<file path="src/rtl/rr_bank_arbiter.sv">
// Round-robin arbiter of NCONSUMERS requesters onto NBANKS x NPORTS PLM ports with read-data return.
// Optional per-kernel saturating grant counters are added when RR_PERF_CNT_EN is defined.
module rr_bank_arbiter #(
   parameter int ADDR_WIDTH  = 4,
   parameter int VALUE_WIDTH = 8,
   parameter int NCONSUMERS  = 4,
   parameter int NBANKS      = 2,
   parameter int NPORTS      = 2,
   parameter int PLM_LATENCY = 1,
   localparam int NUM_BANK_BITS = $clog2(NBANKS),
   localparam int REQ_W = ADDR_WIDTH + VALUE_WIDTH + 2,
   localparam int PLM_W = ADDR_WIDTH - NUM_BANK_BITS + VALUE_WIDTH + 1,
   localparam int NK    = NBANKS * NPORTS
) (
   input  logic                   clk,
   input  logic                   reset,
   input  logic [REQ_W-1:0]       requests [NCONSUMERS],
   output logic [NCONSUMERS-1:0]  grants,
   output logic [PLM_W-1:0]       plm_inputs [NK],
   output logic [NK-1:0]          plm_en,
   input  logic [VALUE_WIDTH-1:0] plm_outputs [NK],
`ifdef RR_PERF_CNT_EN
   output logic [31:0]            grant_cnt [NK],
`endif
   output logic [VALUE_WIDTH-1:0] resp_data [NCONSUMERS],
   output logic [NCONSUMERS-1:0]  resp_valid
);

   localparam int NLOCAL = NCONSUMERS / NPORTS;
   localparam int LA_W   = ADDR_WIDTH - NUM_BANK_BITS;
   localparam int PW     = (NLOCAL > 1) ? $clog2(NLOCAL) : 1;
   localparam int CW     = (NCONSUMERS > 1) ? $clog2(NCONSUMERS) : 1;

   if (!(NPORTS == 1 || NPORTS == 2)) begin : g_bad_nports
      $error("rr_bank_arbiter: NPORTS must be 1 or 2");
   end
   if (NCONSUMERS % NPORTS != 0) begin : g_bad_ncons
      $error("rr_bank_arbiter: NCONSUMERS must be a multiple of NPORTS");
   end

   logic [PW-1:0]          pivot_q [NK];
   logic [PW-1:0]          pivot_d [NK];
   logic [NK-1:0]          win_rd;
   logic [CW-1:0]          win_id [NK];
   logic [PLM_LATENCY-1:0] pipe_vld_q [NK];
   logic [CW-1:0]          pipe_id_q [NK][PLM_LATENCY];
   int                     scan_idx;
   int                     scan_c;
   logic [CW-1:0]          scan_id;

   // Bank bits are the address bits above the local field; with one bank the shift yields 0.
   function automatic logic eligible(input logic [REQ_W-1:0] r, input int bank);
      logic [ADDR_WIDTH-1:0] a;
      a = r[REQ_W-1 -: ADDR_WIDTH];
      return r[0] && (int'(a >> LA_W) == bank);
   endfunction

   always_comb begin
      grants   = '0;
      plm_en   = '0;
      win_rd   = '0;
      scan_idx = 0;
      scan_c   = 0;
      scan_id  = '0;
      for (int k = 0; k < NK; k++) begin
         plm_inputs[k] = '0;
         pivot_d[k]    = pivot_q[k];
         win_id[k]     = '0;
         for (int j = 0; j < NLOCAL; j++) begin
            scan_idx = int'(pivot_q[k]) + j;
            if (scan_idx >= NLOCAL) scan_idx = scan_idx - NLOCAL;
            scan_c  = scan_idx * NPORTS + (k % NPORTS);
            scan_id = CW'(scan_c);
            if (!plm_en[k] && eligible(requests[scan_id], k / NPORTS)) begin
               plm_en[k]       = 1'b1;
               grants[scan_id] = 1'b1;
               // {local addr, value, wr} is contiguous once the bank bits are dropped
               plm_inputs[k]   = requests[scan_id][LA_W+VALUE_WIDTH+1:1];
               win_rd[k]       = ~requests[scan_id][1];
               win_id[k]       = scan_id;
               pivot_d[k]      = (scan_idx == NLOCAL - 1) ? '0 : PW'(scan_idx + 1);
            end
         end
      end
   end

   always_ff @(posedge clk) begin
      for (int k = 0; k < NK; k++) begin
         if (reset) begin
            pivot_q[k]    <= PW'((k / NPORTS) % NLOCAL);
            pipe_vld_q[k] <= '0;
         end else begin
            pivot_q[k]       <= pivot_d[k];
            pipe_vld_q[k][0] <= win_rd[k];
            for (int s = 1; s < PLM_LATENCY; s++) pipe_vld_q[k][s] <= pipe_vld_q[k][s-1];
         end
         pipe_id_q[k][0] <= win_id[k];
         for (int s = 1; s < PLM_LATENCY; s++) pipe_id_q[k][s] <= pipe_id_q[k][s-1];
      end
   end

   // Every kernel has the same latency and a consumer wins at most once per cycle, so retirements never collide.
   always_ff @(posedge clk) begin
      if (reset) begin
         resp_valid <= '0;
         for (int c = 0; c < NCONSUMERS; c++) resp_data[c] <= '0;
      end else begin
         resp_valid <= '0;
         for (int k = 0; k < NK; k++) begin
            if (pipe_vld_q[k][PLM_LATENCY-1]) begin
               resp_valid[pipe_id_q[k][PLM_LATENCY-1]] <= 1'b1;
               resp_data[pipe_id_q[k][PLM_LATENCY-1]]  <= plm_outputs[k];
            end
         end
      end
   end

`ifdef RR_PERF_CNT_EN
   always_ff @(posedge clk) begin
      for (int k = 0; k < NK; k++) begin
         if (reset) grant_cnt[k] <= '0;
         else if (plm_en[k] && (grant_cnt[k] != 32'hFFFF_FFFF)) grant_cnt[k] <= grant_cnt[k] + 32'd1;
      end
   end
`endif

endmodule
</file>
<file path="config.mk">
export PLATFORM = sky130hd
export DESIGN_NAME = rr_bank_arbiter
export DESIGN_NICKNAME = d
export VERILOG_FILES = /design/src/rtl/rr_bank_arbiter.sv
export SDC_FILE = /design/constraint.sdc
export NUM_CORES = 1
export LEC_CHECK = 0
export CELL_PAD_IN_SITES_DETAIL_PLACEMENT = 1
export CELL_PAD_IN_SITES_GLOBAL_PLACEMENT = 2
export CORE_MARGIN = 2
export CORE_UTILIZATION = 21
export DETAILED_ROUTE_END_ITERATION = 12
export GPL_ROUTABILITY_DRIVEN = 0
export PLACE_DENSITY_LB_ADDON = 0.15
export SKIP_LAST_GASP = 1
export SLEW_MARGIN = 10
export SYNTH_ARGS = -nofsm -noshare
export SYNTH_HDL_FRONTEND = slang
export SYNTH_SLANG_ARGS = --single-unit
</file>
<file path="constraint.sdc">
create_clock -name clk -period 4.4 [get_ports clk]
set_input_delay 0.66 -clock clk [delete_from_list [all_inputs] [get_ports clk]]
set_output_delay 0.66 -clock clk [all_outputs]
set_load 0.02 [all_outputs]
</file>
# After elaboration in Yosys (flattened, before gate mapping)
# Memories as Yosys holds them, arrays and structs flattened.
# Cells that the tools add are included.
dict set report word_totals {
  register_bits 36
  ramBits 16
  input_bits 90
  out_inout_bits 92
  wordCells 311
  n_memories 3
}
dict set report op_classes {
  n_addsub 24
  magnitude_cmp 48
  eq_ne 8
  n_mux 149
  bitwise_logic 38
  reduce_logical 36
}
# name words width rd rd_ports_with_merged_regs write_ports line_no
set memory_table {}
lappend memory_table {pipe_id_q 4 2 4 0 4 46} ;# logic [CW-1:0] pipe_id_q [NK][PLM_LATENCY];
lappend memory_table {pipe_vld_q 4 1 4 0 4 45} ;# logic [PLM_LATENCY-1:0] pipe_vld_q [NK];
lappend memory_table {pivot_q 4 1 4 0 4 41} ;# logic [PW-1:0] pivot_q [NK];
# op count
set op_table {}
lappend op_table {{$mux 32} 15}
lappend op_table {{$eq 32x2->1 const B} 8}
lappend op_table {{$bmux 14 s2} 8}
lappend op_table {{$mux 14} 16}
lappend op_table {{$bwmux 32} 4}
lappend op_table {{$logic_not 32->1} 4}
lappend op_table {{$mux 12} 8}
lappend op_table {{$demux 8 s2} 4}
lappend op_table {{$mux 1} 55}
lappend op_table {{$mux 4} 13}
lappend op_table {{$ge 3x3->1 const B} 12}
lappend op_table {{$lt 2x3->1 const B} 12}
lappend op_table {{$not 2->3} 12}
lappend op_table {{$mux 8} 4}
lappend op_table {{$logic_and 1x1->1} 28}
lappend op_table {{$or 4x4->4} 7}
lappend op_table {{$ge 2x1->1 const B} 12}
lappend op_table {{$demux 1 s2} 8}
lappend op_table {{$mux 2} 8}
lappend op_table {{$lt 3x1->1 const B} 4}
lappend op_table {{$sub 1x2->3 const B} 4}
lappend op_table {{$sub 2x2->3 const B} 4}
lappend op_table {{$add 1x1->1 const B} 8}
lappend op_table {{$add 1x1->2 const B} 4}
lappend op_table {{other kinds (10)} 41}

# Depth between registers and ports, before layout
# Gate-level depths: netlist of the first run.
# An unclocked memory read counts as a cell.
dict set report logic_depth {
  word_depth 25
  mapped_depth 7
  ltp_nobuf 6
}

# Worst setup path before layout of the first run
# Ideal clock, no wire load.
dict set report synth_path {
  kind {input to output}
  startpoint {input requests[13] (netlist name)}
  endpoint {output plm_inputs[0] (netlist name)}
  arrival_time_ns 1.684
  required_ns 3.740
  slack_ns 2.056
  stages 5
  path_buffers 2
  cell_sequence {and2_1 clkbuf_1 a21oi_1 buf_2 a22o_1}
}
# item line_no
set synth_lines {}
lappend synth_lines {{start: declaration} 17} ;# input logic [REQ_W-1:0] requests [NCONSUMERS],
lappend synth_lines {{end: declaration} 19} ;# output logic [PLM_W-1:0] plm_inputs [NK],

==> flow_results.xml, run 1 <==
<?xml version="1.0" encoding="UTF-8"?>
<metrics>
  <group name="floorplan">
    <metric name="die-height" unit="um">124</metric>
    <metric name="placeableCoreArea" unit="um^2">13900</metric>
    <metric name="design.die.area" unit="um^2">15300</metric>
    <metric name="starting_density_of_the_core" unit="">0.216</metric>
    <metric name="top_level_ports" unit="">182</metric>
    <metric name="die_w" unit="um">124</metric>
    <metric name="std_cell_rows" unit="">43</metric>
  </group>
  <group name="grt">
    <metric name="maximum_number_of_pins_on_one_net_before_global_route_repair" unit="">25</metric>
    <metric name="grt_pass1_vias" unit="">3595</metric>
    <metric name="global_route.overflow_total" unit="">0</metric>
    <metric name="grt_resource_usage_total" unit="">0.162</metric>
    <metric name="grt_first_pass_wirelength" unit="um">19000</metric>
    <metric name="grt_antenna_before_repair" unit="">0</metric>
  </group>
  <group name="detailed_routing">
    <metric name="routed_length_per_instance" unit="um">18.0</metric>
    <metric name="remaining_drc_errors" unit="">0</metric>
    <metric name="drt.antenna.violating_nets" unit="">0</metric>
    <metric name="drtIter0Drc" unit="">135</metric>
    <metric name="detail_route.vias_per_cell" unit="">4.92</metric>
    <metric name="routed_wl" unit="um">12700</metric>
    <metric name="detailed_route_via_count" unit="">3472</metric>
    <metric name="firstDrtPassIters" unit="">4</metric>
  </group>
  <group name="place">
    <metric name="hpwlAfterDp" unit="um">9630</metric>
    <metric name="placed_cells_incl_taps" unit="">697</metric>
    <metric name="input_output_buffers" unit="">181</metric>
  </group>
  <group name="worst_hold_path">
    <metric name="holdCritPathClass" unit="">flop to flop</metric>
  </group>
  <group name="yosys">
    <metric name="synth_async_sr_flop_share" unit="">0</metric>
    <metric name="yosysUniqueCellTypes" unit="">40</metric>
    <metric name="synth_edf_count" unit="">1</metric>
    <metric name="synthCells" unit="">355</metric>
    <metric name="mappedNetlistNets" unit="">446</metric>
    <metric name="yosysWarnings" unit="">0</metric>
    <metric name="synth_cell_area" unit="um^2">3010</metric>
    <metric name="register_area_share_after_synthesis" unit="">0.336</metric>
    <metric name="synth.ff_latch_count" unit="">50</metric>
    <metric name="post_synth.cell_area_avg" unit="um^2">8.47</metric>
    <metric name="yosys_most_used_dff" unit="">sky130_fd_sc_hd__dfxtp_1</metric>
  </group>
  <group name="power">
    <metric name="cell_internal_pwr" unit="mW">0.936</metric>
    <metric name="leakage" unit="nW">1.86</metric>
    <metric name="power.clock.fraction" unit="">0.311</metric>
    <metric name="seqPwrFrac" unit="">0.370</metric>
    <metric name="switching_power" unit="mW">0.421</metric>
    <metric name="power.share.combinational" unit="">0.319</metric>
    <metric name="ir_worst_vdd" unit="mV">0.149</metric>
    <metric name="pwr_density_cell" unit="nW/um^2">266</metric>
    <metric name="switching_share" unit="">0.310</metric>
  </group>
  <group name="sta">
    <metric name="relSlewSlack" unit="">0.281</metric>
    <metric name="period_needed" unit="ns">3.37</metric>
    <metric name="final-setup-viol-count" unit="">0</metric>
    <metric name="finalCritPeriodShare" unit="">0.765</metric>
    <metric name="grt_setup_unrepaired" unit="">false</metric>
    <metric name="timing.setup.tns" unit="ns">0</metric>
    <metric name="fmax_achieved" unit="MHz">297</metric>
    <metric name="skew_final" unit="ns">0.00991</metric>
    <metric name="final-hold-violation-count" unit="">0</metric>
    <metric name="worstMarginPinSlew" unit="ns">1.08</metric>
    <metric name="final_max_slew_viol_count" unit="">0</metric>
  </group>
  <group name="setup_path">
    <metric name="cp_max_delay_cell" unit="">sky130_fd_sc_hd__clkdlybuf4s50_1</metric>
    <metric name="critical-path-top-cell-by-count" unit="">sky130_fd_sc_hd__clkdlybuf4s50_1</metric>
    <metric name="worstSetupEndpointType" unit="">primary output</metric>
    <metric name="worst-path-buf-inv" unit="">2</metric>
    <metric name="critPathKind" unit="">primary input to primary output</metric>
    <metric name="crit_arrival" unit="ns">2.71</metric>
    <metric name="cp_cell_sequence" unit="">clkdlybuf4s50_1 -&gt; nor2b_1 -&gt; o21a_1 -&gt; a22o_1 -&gt; clkdlybuf4s50_1</metric>
    <metric name="timing.critical_path.slowest_cell_delay" unit="ns">0.62</metric>
    <metric name="worst_ep_required_time" unit="ns">3.74</metric>
    <metric name="timing.critical_path.fanout_max" unit="">15</metric>
    <metric name="path_delay_family" unit="">buffers and inverters</metric>
    <metric name="start_kind" unit="">primary input</metric>
  </group>
  <group name="clocking">
    <metric name="clkSlewWorstSetupHoldPaths" unit="ns">0.08</metric>
    <metric name="ctsLongestPathBuffers" unit="">2</metric>
    <metric name="cts-htree-levels" unit="">2</metric>
    <metric name="cts.sinks" unit="">50</metric>
    <metric name="number_of_buffers_created_by_cts" unit="">5</metric>
    <metric name="cts.hold.buffers_added" unit="">0</metric>
    <metric name="clkLatencyLatePin" unit="ns">0.30</metric>
    <metric name="cts-resized-gates" unit="">0</metric>
    <metric name="clk_root_buffer_cell" unit="">sky130_fd_sc_hd__clkbuf_16</metric>
    <metric name="cts_setup_buffers" unit="">0</metric>
    <metric name="clock_tree_from_tritoncts" unit="">built</metric>
  </group>
  <group name="outcome">
    <metric name="outcome" unit="">completed</metric>
  </group>
  <group name="cells_and_area">
    <metric name="area_delta_synth_final" unit="%">69.9</metric>
    <metric name="nets" unit="">615</metric>
    <metric name="post_layout_instance_count_excluding_filler_cells" unit="">705</metric>
    <metric name="final_layout_size_suffix_gt1_frac" unit="">0.0857</metric>
    <metric name="insertedDiodeCount" unit="">0</metric>
  </group>
  <group name="job">
    <metric name="maxCapViolations" unit="">0</metric>
  </group>
</metrics>
==> layout by cell type (no fill, tap or decap), drive strengths merged, types with 6 or more instances in the layout <==
| cell type | instances |
|---|---|
| dfxtp | 49 |
| clkbuf | 6 |
| nand2b | 13 |
| nand2 | 58 |
| o21ai | 6 |
| a221oi | 16 |
| or2 | 6 |
| nor2 | 41 |
| clkdlybuf4s50 | 181 |
| a311oi | 16 |
| a21oi | 12 |
| mux2 | 16 |
| inv | 8 |
| a22o | 48 |
| buf | 6 |
| a211oi | 16 |
==> cell type report <==
type                    instances  area, um^2
fillers                      1601        8830
repair buffers                187        1860
multi-input cells             274        1840
flip-flops and latches         50        1010
well taps                     180         225
clock buffers                   6         139
inverters                       6        22.5
clock inverters                 2        15.0
==> flip-flops by register name (all words and copies together) (netlist names) <==
| name | count |
|---|---|
| pipe_id_q | 6 |
| pipe_vld_q | 4 |
| pivot_q | 4 |
| resp_data | 32 |
| resp_valid | 4 |
==> final timing paths <==
| check | cells past startpoint | slack (ns) | end | startpoint |
|---|---|---|---|---|
| max reg2reg | 4 | 2.42 | resp_data[24]$_SDFF_PP0_ | pipe_vld_q[2]$_SDFF_PP0_ |
| min reg2reg | 2 | 0.48 | resp_data[22]$_SDFF_PP0_ | resp_data[22]$_SDFF_PP0_ |
| min | 2 | 0.48 | resp_data[22]$_SDFF_PP0_ | resp_data[22]$_SDFF_PP0_ |
| max | 5 | 1.03 | plm_inputs[46] | requests[14] |
==> per-stage QoR <==
stage | total power, mW | area (um^2) | util | hold WS, ns | worst slack, ns
global placement | 0.944 | 4950 | 0.356 | 0.470 | 1.02
global route | 1.42 | 5110 | 0.367 | 0.506 | 0.877
finish | 1.36 | 5110 | 0.367 | 0.483 | 1.03
floorplan | 0.704 | 3010 | - | 0.477 | 2.06
CTS | 1.38 | 5110 | 0.367 | 0.489 | 1.01
detailed placement | 0.949 | 4950 | 0.356 | 0.473 | 1.01
==> per-layer routing <==
layer  global-route usage  wire, um
met1                0.189      5310
met2                0.296      6460
met3               0.0380       740
met4               0.0433       174
met5                    0         0
==> power groups by stage <==
stage	registers, mW	clock network [mW]	logic, mW
floorplan	0.526	0	0.178
global placement	0.511	0	0.433
detailed placement	0.512	0	0.436
CTS	0.502	0.437	0.439
global route	0.505	0.449	0.463
finish	0.502	0.422	0.433
==> worst min-delay path: stages, from the launching register on <==
cell,delay [ns]
sky130_fd_sc_hd__dfxtp_1,0.31
sky130_fd_sc_hd__nand2_1,0.05
sky130_fd_sc_hd__a311oi_1,0.07
==> synthesized netlist by cell type, types with 2 or more instances <==
| cell | count | area [um^2] |
|---|---|---|
| sky130_fd_sc_hd__nand2b_1 | 13 | 81.3 |
| sky130_fd_sc_hd__or2_1 | 2 | 12.5 |
| sky130_fd_sc_hd__nand3_1 | 4 | 20.0 |
| sky130_fd_sc_hd__nand2_1 | 58 | 218 |
| sky130_fd_sc_hd__a21oi_1 | 12 | 60.1 |
| sky130_fd_sc_hd__a22oi_1 | 2 | 15.0 |
| sky130_fd_sc_hd__nor2b_1 | 4 | 25.0 |
| sky130_fd_sc_hd__o21a_1 | 3 | 22.5 |
| sky130_fd_sc_hd__a31oi_1 | 3 | 18.8 |
| sky130_fd_sc_hd__a221oi_1 | 8 | 70.1 |
| sky130_fd_sc_hd__and2_1 | 2 | 12.5 |
| sky130_fd_sc_hd__clkbuf_1 | 9 | 33.8 |
| sky130_fd_sc_hd__buf_2 | 13 | 65.1 |
| sky130_fd_sc_hd__nor2_1 | 39 | 146 |
| sky130_fd_sc_hd__dfxtp_1 | 49 | 981 |
| sky130_fd_sc_hd__mux2_2 | 12 | 135 |
| sky130_fd_sc_hd__o21ai_0 | 6 | 30.0 |
| sky130_fd_sc_hd__or2_2 | 4 | 25.0 |
| sky130_fd_sc_hd__a22o_1 | 48 | 420 |
| sky130_fd_sc_hd__a311oi_1 | 16 | 140 |
| sky130_fd_sc_hd__a211oi_1 | 15 | 113 |
| sky130_fd_sc_hd__inv_1 | 5 | 18.8 |
| sky130_fd_sc_hd__mux2_1 | 4 | 45.0 |
| sky130_fd_sc_hd__a221oi_2 | 8 | 120 |
==> kinds of logic (layout without fill, tap and decap cells) <==
family / Yosys count / count (layout) / synth area share
simple gates: 134 / 134 / 0.203
compound gates: 123 / 123 / 0.344
flops: 50 / 50 / 0.336
buf+inv: 31 / 201 / 0.0520
mux: 16 / 16 / 0.0599
fa+ha+maj: 1 / 1 / 0.00416
(Power assumes the default switching activity.)
==> inputs of run 2 (changes only) <==
--- a/config.mk
+++ b/config.mk
@@ -8,7 +8,7 @@
 export CELL_PAD_IN_SITES_DETAIL_PLACEMENT = 1
 export CELL_PAD_IN_SITES_GLOBAL_PLACEMENT = 2
 export CORE_MARGIN = 2
-export CORE_UTILIZATION = 21
+export CORE_UTILIZATION = 18
 export DETAILED_ROUTE_END_ITERATION = 12
 export GPL_ROUTABILITY_DRIVEN = 0
 export PLACE_DENSITY_LB_ADDON = 0.15
==> constraint.sdc (replaced) <==
create_clock -name clk -period 2.73 [get_ports clk]
set_input_delay 0.4095 -clock clk [delete_from_list [all_inputs] [get_ports clk]]
set_output_delay 0.4095 -clock clk [all_outputs]
set_load 0.02 [all_outputs]
==> run 2 against run 1 <==
Power is 67% higher. Critical path type unchanged. Die area is 16% higher. Clock power is 77% higher. Flip-flop and latch count stayed put. Cell area is 3.4% higher. Cell count is 7.4% higher. Sequential power is 61% higher. Combinational power is 64% higher.
==> flow_results.xml, run 2 (same netlist as run 1, synthesis figures left out) <==
<?xml version="1.0" encoding="UTF-8"?>
<metrics>
  <group name="floorplan">
    <metric name="die-height" unit="um">133</metric>
    <metric name="design.die.area" unit="um^2">17800</metric>
    <metric name="placeableCoreArea" unit="um^2">16500</metric>
    <metric name="top_level_ports" unit="">182</metric>
    <metric name="die_w" unit="um">133</metric>
    <metric name="std_cell_rows" unit="">47</metric>
    <metric name="starting_density_of_the_core" unit="">0.183</metric>
  </group>
  <group name="detailed_routing">
    <metric name="detail_route.vias_per_cell" unit="">4.62</metric>
    <metric name="drtIter0Drc" unit="">144</metric>
    <metric name="drt.antenna.violating_nets" unit="">0</metric>
    <metric name="routed_length_per_instance" unit="um">17.4</metric>
    <metric name="remaining_drc_errors" unit="">0</metric>
    <metric name="routed_wl" unit="um">13200</metric>
    <metric name="detailed_route_via_count" unit="">3496</metric>
    <metric name="firstDrtPassIters" unit="">4</metric>
  </group>
  <group name="cells_and_area">
    <metric name="final_layout_size_suffix_gt1_frac" unit="">0.108</metric>
    <metric name="reg_top3" unit="">resp_data x32, pipe_id_q x6</metric>
    <metric name="nets" unit="">627</metric>
    <metric name="max_ffs_per_register" unit="">32</metric>
    <metric name="top_reg_by_flops" unit="">resp_data</metric>
    <metric name="insertedDiodeCount" unit="">0</metric>
    <metric name="mostFrequentLayoutCell" unit="">sky130_fd_sc_hd__clkdlybuf4s50_1</metric>
    <metric name="area_delta_synth_final" unit="%">75.7</metric>
    <metric name="most-common-layout-cells" unit="">sky130_fd_sc_hd__clkdlybuf4s50_1 (174), sky130_fd_sc_hd__nand2_1 (58), sky130_fd_sc_hd__dfxtp_1 (49), sky130_fd_sc_hd__a22o_1 (48), sky130_fd_sc_hd__nor2_1 (39)</metric>
    <metric name="final_core_util" unit="">0.321</metric>
    <metric name="nFillCells" unit="">1905</metric>
  </group>
  <group name="sta">
    <metric name="final_max_slew_viol_count" unit="">0</metric>
    <metric name="setup_ws" unit="ns">0.0673</metric>
    <metric name="finalCritPeriodShare" unit="">0.975</metric>
    <metric name="fmax_achieved" unit="MHz">376</metric>
    <metric name="final-setup-viol-count" unit="">0</metric>
    <metric name="relSlewSlack" unit="">0.544</metric>
    <metric name="skew_final" unit="ns">0.0105</metric>
    <metric name="timing.setup.tns" unit="ns">0</metric>
    <metric name="worstMarginPinSlew" unit="ns">0.682</metric>
    <metric name="period_needed" unit="ns">2.66</metric>
    <metric name="final-hold-violation-count" unit="">0</metric>
    <metric name="grt_setup_unrepaired" unit="">false</metric>
  </group>
  <group name="grt">
    <metric name="grt_first_pass_wirelength" unit="um">20600</metric>
    <metric name="grt_pass1_vias" unit="">3678</metric>
    <metric name="grt_resource_usage_total" unit="">0.146</metric>
    <metric name="maximum_number_of_pins_on_one_net_before_global_route_repair" unit="">27</metric>
    <metric name="grt_antenna_before_repair" unit="">0</metric>
    <metric name="global_route.overflow_total" unit="">0</metric>
  </group>
  <group name="job">
    <metric name="maxCapViolations" unit="">0</metric>
  </group>
  <group name="clocking">
    <metric name="ctsLongestPathBuffers" unit="">2</metric>
    <metric name="clkLatencyLatePin" unit="ns">0.30</metric>
    <metric name="clkSlewWorstSetupHoldPaths" unit="ns">0.08</metric>
    <metric name="cts.sinks" unit="">50</metric>
    <metric name="cts.hold.buffers_added" unit="">0</metric>
    <metric name="clock_tree_from_tritoncts" unit="">built</metric>
    <metric name="number_of_buffers_created_by_cts" unit="">5</metric>
    <metric name="cts-htree-levels" unit="">2</metric>
    <metric name="clk_root_buffer_cell" unit="">sky130_fd_sc_hd__clkbuf_16</metric>
    <metric name="cts_setup_buffers" unit="">0</metric>
  </group>
  <group name="setup_path">
    <metric name="crit_arrival" unit="ns">2.25</metric>
    <metric name="worst_ep_required_time" unit="ns">2.32</metric>
    <metric name="critPathKind" unit="">primary input to primary output</metric>
    <metric name="start_kind" unit="">primary input</metric>
    <metric name="r2r_setup_slack" unit="ns">0.94</metric>
    <metric name="timing.critical_path.fanout_max" unit="">9</metric>
    <metric name="worstSetupEndpointType" unit="">primary output</metric>
  </group>
  <group name="place">
    <metric name="hpwlAfterDp" unit="um">10200</metric>
    <metric name="input_output_buffers" unit="">181</metric>
    <metric name="pre_cts_ws" unit="ns">0.0541</metric>
  </group>
  <group name="power">
    <metric name="pwr_density_cell" unit="nW/um^2">429</metric>
    <metric name="leakage" unit="nW">2.01</metric>
    <metric name="ir_worst_vdd" unit="mV">0.306</metric>
    <metric name="power.total" unit="mW">2.27</metric>
  </group>
  <group name="outcome">
    <metric name="outcome" unit="">completed</metric>
  </group>
  <group name="worst_hold_path">
    <metric name="holdCritPathClass" unit="">flop to flop</metric>
  </group>
</metrics>
[run 2: cell count changes in the layout (fill, tap and decap cells not counted)]
cell,before,now
sky130_fd_sc_hd__clkbuf_8,1,0
sky130_fd_sc_hd__inv_6,1,2
sky130_fd_sc_hd__bufinv_16,0,1
sky130_fd_sc_hd__buf_6,0,1
sky130_fd_sc_hd__inv_4,1,0
sky130_fd_sc_hd__dlymetal6s2s_1,0,6
sky130_fd_sc_hd__buf_4,6,17
sky130_fd_sc_hd__buf_2,0,1
sky130_fd_sc_hd__clkdlybuf4s50_1,181,174
[run 2: repair_timing]
| item | 4_1_cts | 5_1_grt |
|---|---|---|
| gates resized for setup | 0 | 7 |
| endpoints found under the hold margin | 0 | 0 |
| endpoints found under the setup margin | 0 | 14 |
[run 2: final timing paths]
kind,from,to,cells past startpoint
max,requests[14],grants[0],6
min,resp_data[17]$_SDFF_PP0_,resp_data[17]$_SDFF_PP0_,2
max reg2reg,pipe_vld_q[1]$_SDFF_PP0_,resp_data[26]$_SDFF_PP0_,4
min reg2reg,resp_data[17]$_SDFF_PP0_,resp_data[17]$_SDFF_PP0_,2
[run 2: worst max-delay path, stage by stage]
cell and delay [ns]:
sky130_fd_sc_hd__clkdlybuf4s50_1 0.55, sky130_fd_sc_hd__nor2b_1 0.20, sky130_fd_sc_hd__a21oi_1 0.11, sky130_fd_sc_hd__buf_4 0.18, sky130_fd_sc_hd__or2_2 0.27, sky130_fd_sc_hd__clkdlybuf4s50_1 0.54
[run 2: power breakdown]
part | total, mW | switching (mW) | internal (mW)
logic | 0.712 | 0.337 | 0.375
clock network | 0.746 | 0.306 | 0.440
registers | 0.808 | 0.0339 | 0.774
total | 2.27 | 0.677 | 1.59
[run 2: stage by stage]
stage,hold slack [ns],instance area (um^2),cells
floorplan,0.477,3010,355
global placement,0.476,5090,749
detailed placement,0.472,5090,749
CTS,0.489,5260,757
global route,0.514,5280,757
finish,0.487,5280,757
[run 2: routing by layer]
metal	up-vias	track usage	part of all wire
li1	1696	-	-
met1	1668	0.174	0.42
met2	114	0.255	0.49
met3	18	0.0381	0.061
met4	0	0.0461	0.020
met5	-	0	0
[run 2: final cells by class]
cell class                      count  area (um^2)  share of cell area
Sequential cell                    50         1010               0.191
Multi-Input combinational cell    274         1840               0.348
Clock inverter                      3         47.5             0.00900
Timing Repair Buffer              199         1960               0.371
Tap cell                          220          275              0.0521
Clock buffer                        5          125              0.0237
Inverter                            6         22.5             0.00426
